### config.mk
export PLATFORM = sky130hd
export DESIGN_NAME = tx_pulse_scheduler
export DESIGN_NICKNAME = d
export VERILOG_FILES = /design/src/rtl/tx_pulse_scheduler.sv
export SDC_FILE = /design/constraint.sdc
export NUM_CORES = 2
export LEC_CHECK = 0
export BUFFER_PORTS_ARGS = -buffer_cell sky130_fd_sc_hd__clkbuf_2
export CAP_MARGIN = 25
export CORE_ASPECT_RATIO = 1.75
export CORE_MARGIN = 2
export CORE_UTILIZATION = 30
export DETAILED_ROUTE_END_ITERATION = 12
export HOLD_SLACK_MARGIN = 0.05
export PLACE_DENSITY = 0.42
export SYNTH_ARGS = -nofsm -noshare
export SYNTH_HDL_FRONTEND = slang
export SYNTH_SLANG_ARGS = --single-unit
### constraint.sdc
create_clock -name clk -period 17 [get_ports clk]
set_input_delay 2.55 -clock clk [delete_from_list [all_inputs] [get_ports clk]]
set_output_delay 2.55 -clock clk [all_outputs]
set_load 0.01 [all_outputs]
### src/rtl/tx_pulse_scheduler.sv
// rtl/tx_pulse_scheduler.sv - per-element delay load and transmit pulse scheduling for one scan point
// Optional feature macro: TX_APODIZATION_EN (adds tx_mask, per-element transmit enable sampled at fire)
module tx_pulse_scheduler #(
  parameter int NUM_ELEM  = 64,
  parameter int IDX_DW    = 6,
  parameter int DELAY_DW  = 18,
  parameter int PULSE_LEN = 4
) (
  input  logic                clk,
  input  logic                rst,
  input  logic                load_valid,
  output logic                load_ready,
  input  logic [IDX_DW-1:0]   load_idx,
  input  logic [DELAY_DW-1:0] load_delay,
  output logic                load_err,
  output logic                armed,
  input  logic                fire,
`ifdef TX_APODIZATION_EN
  input  logic [NUM_ELEM-1:0] tx_mask,
`endif
  output logic                busy,
  output logic [NUM_ELEM-1:0] txArray,
  output logic                done
);

  // One extra bit so delay + PULSE_LEN never wraps for the largest legal delay.
  localparam int CW = DELAY_DW + 1;

  typedef enum logic [1:0] {S_LOAD, S_ARMED, S_FIRE} state_t;

  state_t              state, state_n;
  logic [DELAY_DW-1:0] delay_mem [NUM_ELEM];
  logic [NUM_ELEM-1:0] loaded;
  logic [NUM_ELEM-1:0] mask_q;
  logic [NUM_ELEM-1:0] sel;
  logic [NUM_ELEM-1:0] tx_n;
  logic [DELAY_DW-1:0] min_d, max_d;
  logic [CW-1:0]       cnt, now, span_end;
  logic                wr_ok, wr_new, fire_go, fire_end;

  // Absolute time relative to the earliest element, and the cycle on which the last pulse ends.
  assign now      = cnt + CW'(min_d);
  assign span_end = CW'(max_d) - CW'(min_d) + CW'(PULSE_LEN);
  assign sel      = wr_new ? (NUM_ELEM'(1) << load_idx) : '0;

  // Next-state and transaction decode.
  always_comb begin
    state_n  = state;
    wr_ok    = 1'b0;
    wr_new   = 1'b0;
    fire_go  = 1'b0;
    fire_end = 1'b0;
    case (state)
      S_LOAD: begin
        wr_ok  = load_valid;
        wr_new = load_valid && !loaded[load_idx];
        if (&(loaded | sel)) state_n = S_ARMED;
      end
      S_ARMED: begin
        if (fire) begin
          fire_go = 1'b1;
          state_n = S_FIRE;
        end
      end
      S_FIRE: begin
        if (cnt == span_end) begin
          fire_end = 1'b1;
          state_n  = S_LOAD;
        end
      end
      default: state_n = S_LOAD;
    endcase
  end

  // Per-element pulse window: high while now is in [d_n, d_n + PULSE_LEN).
  always_comb begin
    tx_n = '0;
    for (int n = 0; n < NUM_ELEM; n++) begin
      tx_n[n] = (state == S_FIRE) && !fire_end && mask_q[n] &&
                (now >= CW'(delay_mem[n])) &&
                (now < CW'(delay_mem[n]) + CW'(PULSE_LEN));
    end
  end

  // State register.
  always_ff @(posedge clk) begin
    if (rst) state <= S_LOAD;
    else     state <= state_n;
  end

  // Delay storage; contents are only meaningful where the loaded bitmap is set.
  always_ff @(posedge clk) begin
    if (wr_new) delay_mem[load_idx] <= load_delay;
  end

  // Loaded bitmap and running min/max, cleared at the end of every transmit.
  always_ff @(posedge clk) begin
    if (rst || fire_end) begin
      loaded <= '0;
      min_d  <= '1;
      max_d  <= '0;
    end else if (wr_new) begin
      loaded[load_idx] <= 1'b1;
      if (load_delay < min_d) min_d <= load_delay;
      if (load_delay > max_d) max_d <= load_delay;
    end
  end

  // Transmit cycle counter, zeroed on the fire edge.
  always_ff @(posedge clk) begin
    if (rst)                  cnt <= '0;
    else if (fire_go)         cnt <= '0;
    else if (state == S_FIRE) cnt <= cnt + 1'b1;
  end

`ifdef TX_APODIZATION_EN
  // Apodization mask captured at the fire edge and held for the whole transmit.
  always_ff @(posedge clk) begin
    if (rst)          mask_q <= '1;
    else if (fire_go) mask_q <= tx_mask;
  end
`else
  assign mask_q = '1;
`endif

  // Registered outputs.
  always_ff @(posedge clk) begin
    if (rst) begin
      load_ready <= 1'b1;
      load_err   <= 1'b0;
      armed      <= 1'b0;
      busy       <= 1'b0;
      txArray    <= '0;
      done       <= 1'b0;
    end else begin
      load_ready <= (state_n == S_LOAD);
      load_err   <= wr_ok && !wr_new;
      armed      <= (state_n == S_ARMED) || (state_n == S_FIRE);
      busy       <= (state_n == S_FIRE);
      txArray    <= tx_n;
      done       <= fire_end;
    end
  end

endmodule

* Yosys cells after proc, flatten, opt, wreduce, memory -nomap -nowiden
Memory sizes are Yosys's and may differ from the RTL's.
Index checks and enable logic that the tools add are counted.
** Operators by class
- $add $sub $neg :: 68
- $lt $le $gt $ge :: 132
- Equality and inequality tests :: 5
- Shifts and indexed selects :: 1
- Muxes and demuxes :: 17
- Bitwise operators :: 2
- Reductions and logical operators :: 143
** Operators by type and width (number)
- $add 18x3->19 const B :: 64
- $ge 19x18->1 :: 64
- $lt 19x19->1 :: 64
- $logic_and 1x1->1 :: 132
- $or 64x64->64 :: 2
- $mux 64 :: 1
- $reduce_and 64->1 :: 1
- $shl 1x6->64 const A :: 1
- $add 19x1->19 const B :: 1
- $add 19x18->19 :: 1
- $add 19x3->19 const B :: 1
- $eq 19x19->1 :: 1
- $sub 18x18->19 :: 1
- $gt 18x18->1 :: 1
- $lt 18x18->1 :: 1
- $mux 1 :: 10
- $lt 6x7->1 const B :: 1
- $bmux 1 s6 :: 1
- $demux 1 s6 :: 1
- $ge 6x1->1 const B :: 1
- $mux 2 :: 3
- $pmux 2 s3 :: 1
- $eq 2x1->1 const B :: 2
- $eq 2x2->1 const B :: 2
- 5 further kinds :: 10
** Word-level totals
- Register bits :: 190
- RAM bits :: 1152
- Input port bits :: 28
- Output and inout bits :: 69
- Logic and storage cells :: 380
- Memories :: 1
** Memories
- delay_mem :: depth 64, bits a word 18, rd ports 64, clocked after memory_dff 0, write ports 1, RTL line 32 : logic [DELAY_DW-1:0] delay_mem [NUM_ELEM];

* Depth between registers and ports, before layout
- Word-level depth :: 12
- Mapped depth :: 20
- Depth with buffers taken out :: 20

* Worst setup path before layout
Ideal clock, no wire load.
- Kind :: register -> register
- Start point :: register cnt[0]
- End point :: register txArray[49]
- Setup time :: 0.115 ns
- Arrival :: 9.743 ns
- Data required time :: 16.885 ns
- Path slack :: 7.142 ns
- Cell stages (with the launch flop) :: 21
- Path buffers :: 0
- Period minus slack after synthesis :: 9.858 ns
- Cells stage by stage :: dfxtp_1 -> ha_1 -> inv_1 -> fa_1 -> nor2b_1 -> o21ai_0 -> a21oi_1 -> o21a_1 -> a21oi_1 -> xnor2_1 -> ha_1 -> a21o_1 -> a21o_1 -> a21o_1 -> a21oi_1 -> nor2b_1 -> o21ai_0 -> o41ai_1 -> o41ai_1 -> a21boi_0 -> a2111oi_0
** Between the ends
- Cells in the longest elaborated chain, start to end :: 7
- Elaborated cells between the ends (all ways) :: 10
- Classes of those cells :: add/sub: 1; order compare: 2; eq/ne: 1; mux: 2; reduce/logical: 4
** Ends and longest elaborated chain
- from (decl) :: RTL line 38 : logic [CW-1:0] cnt, now, span_end;
- from (signal assigned) :: RTL line 113 : else if (state == S_FIRE) cnt <= cnt + 1'b1;
- branches (longest 6 deep; another with $add 19x18->19)
- $logic_and 1x1->1 (*) :: RTL line 80 : (now >= CW'(delay_mem[n])) &&
- to (signal assigned) :: RTL line 140 : txArray <= tx_n;
- to (decl) :: RTL line 22 : output logic [NUM_ELEM-1:0] txArray,
Mark *: on every way between the ends.
A chain may end at the register's enable or synchronous reset.

* Worst setup path after layout
- Start point :: input port load_idx[1]
- End point :: register load_ready
** Between the ends
- Cells in the longest elaborated chain, start to end :: 11
- Elaborated cells between the ends (all ways) :: 12
- Classes of those cells :: shift: 1; mux: 6; bitwise: 1; reduce/logical: 4
** Ends and longest elaborated chain
- from (decl) :: RTL line 13 : input logic [IDX_DW-1:0] load_idx,
- $bmux 1 s6 :: RTL line 56 : wr_new = load_valid && !loaded[load_idx];
- $mux 1 (implied by the code) :: RTL line 56
- $logic_not 1->1 :: RTL line 56
- $logic_and 1x1->1 :: RTL line 56
- $mux 1 :: RTL line 53 : case (state)
- $mux 64 (*) :: RTL line 44 : assign sel = wr_new ? (NUM_ELEM'(1) << load_idx) : '0;
- $or 64x64->64 (*) :: RTL line 57 : if (&(loaded | sel)) state_n = S_ARMED;
- $reduce_and 64->1 (*) :: RTL line 57
- $mux 2 (*) :: RTL line 57
- $pmux 2 s3 (*) :: RTL line 53
- $logic_not 2->1 (*) :: RTL line 136 : load_ready <= (state_n == S_LOAD);
- to (signal assigned) :: RTL line 136
- to (decl) :: RTL line 12 : output logic load_ready,
Mark *: on every way between the ends. The rest lies on a longest branch, timed or not. The select of a mux whose other input is x is not followed.

==> metrics <==
status finished, final reports clean; post-synthesis sequential element count 1342; dpl hpwl 266 mm; Crit path top cell by count a22oi_1; CP max stage delay 0.88 ns; final number of hold-violating endpoints 0; die area 375000 um^2; first-pass GRT wire length 582 mm; Starting Density 0.301; Yosys top cell by area edfxtp_1; slew of the pin with the lowest slew margin 1.04 ns; Setup Viol. Count Final 0; ys flop type edfxtp_1; number of synthesized flops with an enable pin 1152; Yosys Warn Count 0; most frequent cells in the layout ha_1, inv_1, edfxtp_1, xnor2_1, a21oi_1; IR Drop Worst-Case VDD 0.0777 mV; CTS clk-pin slew, worst paths 0.06 ns; RSZ-0062 raised after global routing no; Total Nets Final 13.9k; sequential area share after synthesis 0.346; share of cells above drive strength 1 0.0537; startpoint types primary input; worst hold slack 0.501 ns; post-layout util 0.338; Die Width 464 um; R2R setup slack 10.35 ns; CP required 17.75 ns; Root Driver clkbuf_16; GRT Util Overall 0.207; HP Class reg -> reg; Slew Limit Fails 0; normalized max-slew margin 0.307; CP cell instances clkbuf_2 > mux4_2 > a22oi_1 > nand2_1 > nor3_4 > and3_1 > o21bai_1 > or4_1 > nor4_1 > a22oi_1 > ha_1 > or2_2; DR vias 86.7k; CP Data Arrival Time 7.41 ns; post-synth net total 13.5k; kind of critical path in -> reg; worst reg2reg startpoint cnt[0]; ys async rst share 0; core area 368000 um^2; largest net degree at the start of global routing 101; HP Start loaded[28]; port bufs 96; Hold EP loaded[28]; worst skew pair latency 0.89 ns; Mean Syn Cell Area 9.99 um^2; Critical-path top delay cell and3_1; R2R cell count 18; pwr/cell area 72.7 nW/um^2; Final ANT Viol Nets 0; WHS Path Cells 2; Mapped Cells 11.1k; Clock Sinks 1342; DRC viols 0; Wirelength per Cell 24.1 um; Avg Vias per Cell 5.26; final WL 397 mm; Synth Cell Area 111000 um^2; vias in the first global route 91.1k; clock skew 0.0724 ns; initial antenna violation count 33; GP Congestion 0.863; endpoint class of the critical path flip-flop; post-CTS setup buffers 0; Yosys top cell area share 0.312; crit share post-route 0.392; RR Endpoint txArray[29]; Max Cap Violations 0; CTS tree done; setup TNS 0 ns; number of fill cells 37.4k; clock buffer depth 4; Final WS setup 10.34 ns; Area Growth Syn to Fin 12.4%; fmax 0.150 GHz; first-pass iteration count of the detailed router 5; Num CTS Buffers 159; leakage 0.0507 uW; GRT overflow 0; Die Ht 808 um; H-Tree Level Count 4; critical path fanouts, max 35; Post-CTS Resized 0; Place WS 9.14 ns; cts hold-fix bufs 0; commonest non-fill, non-tap cell in the layout ha_1; Distinct cells, synth 73; Synth area leaders edfxtp_1, ha_1, xnor2_1; fin crit period 6.66 ns; IO Pins 97; Initial DRC Count 4644; # rows 295
-- worst max-delay path: cells and delay by family --
family / cells / cell delay (ns)
buffers and inverters: 1 / 0.74
AND/OR/NAND/NOR: 6 / 2.89
AO/OA/AOI/OAI: 3 / 0.51
multiplexers: 1 / 0.43
adder cells (fa/ha/maj): 1 / 0.25
-- synth_stat cells (all sizes together) (32+ instances only) --
library cell,instances
o21ai,450
a211o,32
o21a,148
a211oi,134
nor2,586
nor3,335
inv,1329
ha,2395
o2111ai,75
a21o,311
clkbuf,40
dfxtp,190
a21oi,577
nor4,132
a31oi,79
o21bai,55
nand4,266
nand2,415
a2111oi,69
nand3,531
nor2b,189
edfxtp,1152
mux2i,36
nand2b,94
and3,71
xnor2,933
o211ai,40
-- stage by stage --
step / power, uW / std cells / cell area, um^2
global placement: 5490 / 16198 / 119000
CTS: 9220 / 16487 / 125000
detailed placement: 5540 / 16205 / 119000
finish: 9060 / 16499 / 125000
floorplan: 4770 / 11099 / 111000
global route: 9510 / 16492 / 125000
-- registers in the layout, summed over array words and instances (netlist names) --
register,flops
state,2
min_d,18
done,1
armed,1
load_ready,1
txArray,64
cnt,19
loaded,64
delay_mem,1152
busy,1
max_d,18
load_err,1
-- where the power goes --
part	internal, uW	total (uW)	leakage (uW)	switching (uW)
Sequential	3590	3600	0.0119	14.3
Clock	2090	3610	0.00255	1530
Combinational	649	1850	0.0363	1200
Total	6320	9060	0.0507	2740
-- cells by family (layout without fill, tap and decap cells) --
group           count (synthesis)  count (layout)  synth area share
fa+ha+maj                    2397            2397             0.271
xor+xnor                      956             956            0.0755
simple gates                 2797            2797             0.128
buf+inv                      1394            1886            0.0477
compound gates               2169            2169             0.127
mux                            44              44           0.00487
other cells                     0               8                 0
flops                        1342            1342             0.346
-- worst max path at each step --
stage,to,from,cells after the start
final,load_ready,load_idx[1],12
after global routing,load_ready,load_idx[1],12
after CTS,load_ready,load_idx[1],12
after detailed placement,load_ready,load_idx[1],12
after global placement,load_ready,load_idx[1],12
after floorplan,txArray[49],cnt[0],20
-- final cells by class --
cell class / instances / area (um^2) / area share
well taps: 4900 / 6130 / 0.0492
repair buffers: 275 / 2310 / 0.0185
diodes: 8 / 20.0 / 0.000161
clock inverters: 72 / 842 / 0.00676
multi-input cells: 8363 / 67600 / 0.542
inverters: 1329 / 5010 / 0.0402
flip-flops and latches: 1342 / 38400 / 0.308
clock buffers: 210 / 4380 / 0.0351
-- layer usage --
metal  up-vias  routed length [um]  global-route usage
li1      41692                   -                   -
met5         -                  60                   0
met2      1631              207000               0.392
met4         8               16500              0.0803
met1     42759              160000               0.237
met3       642               13600              0.0196
Note: power is estimated with default switching activity, not from simulation.
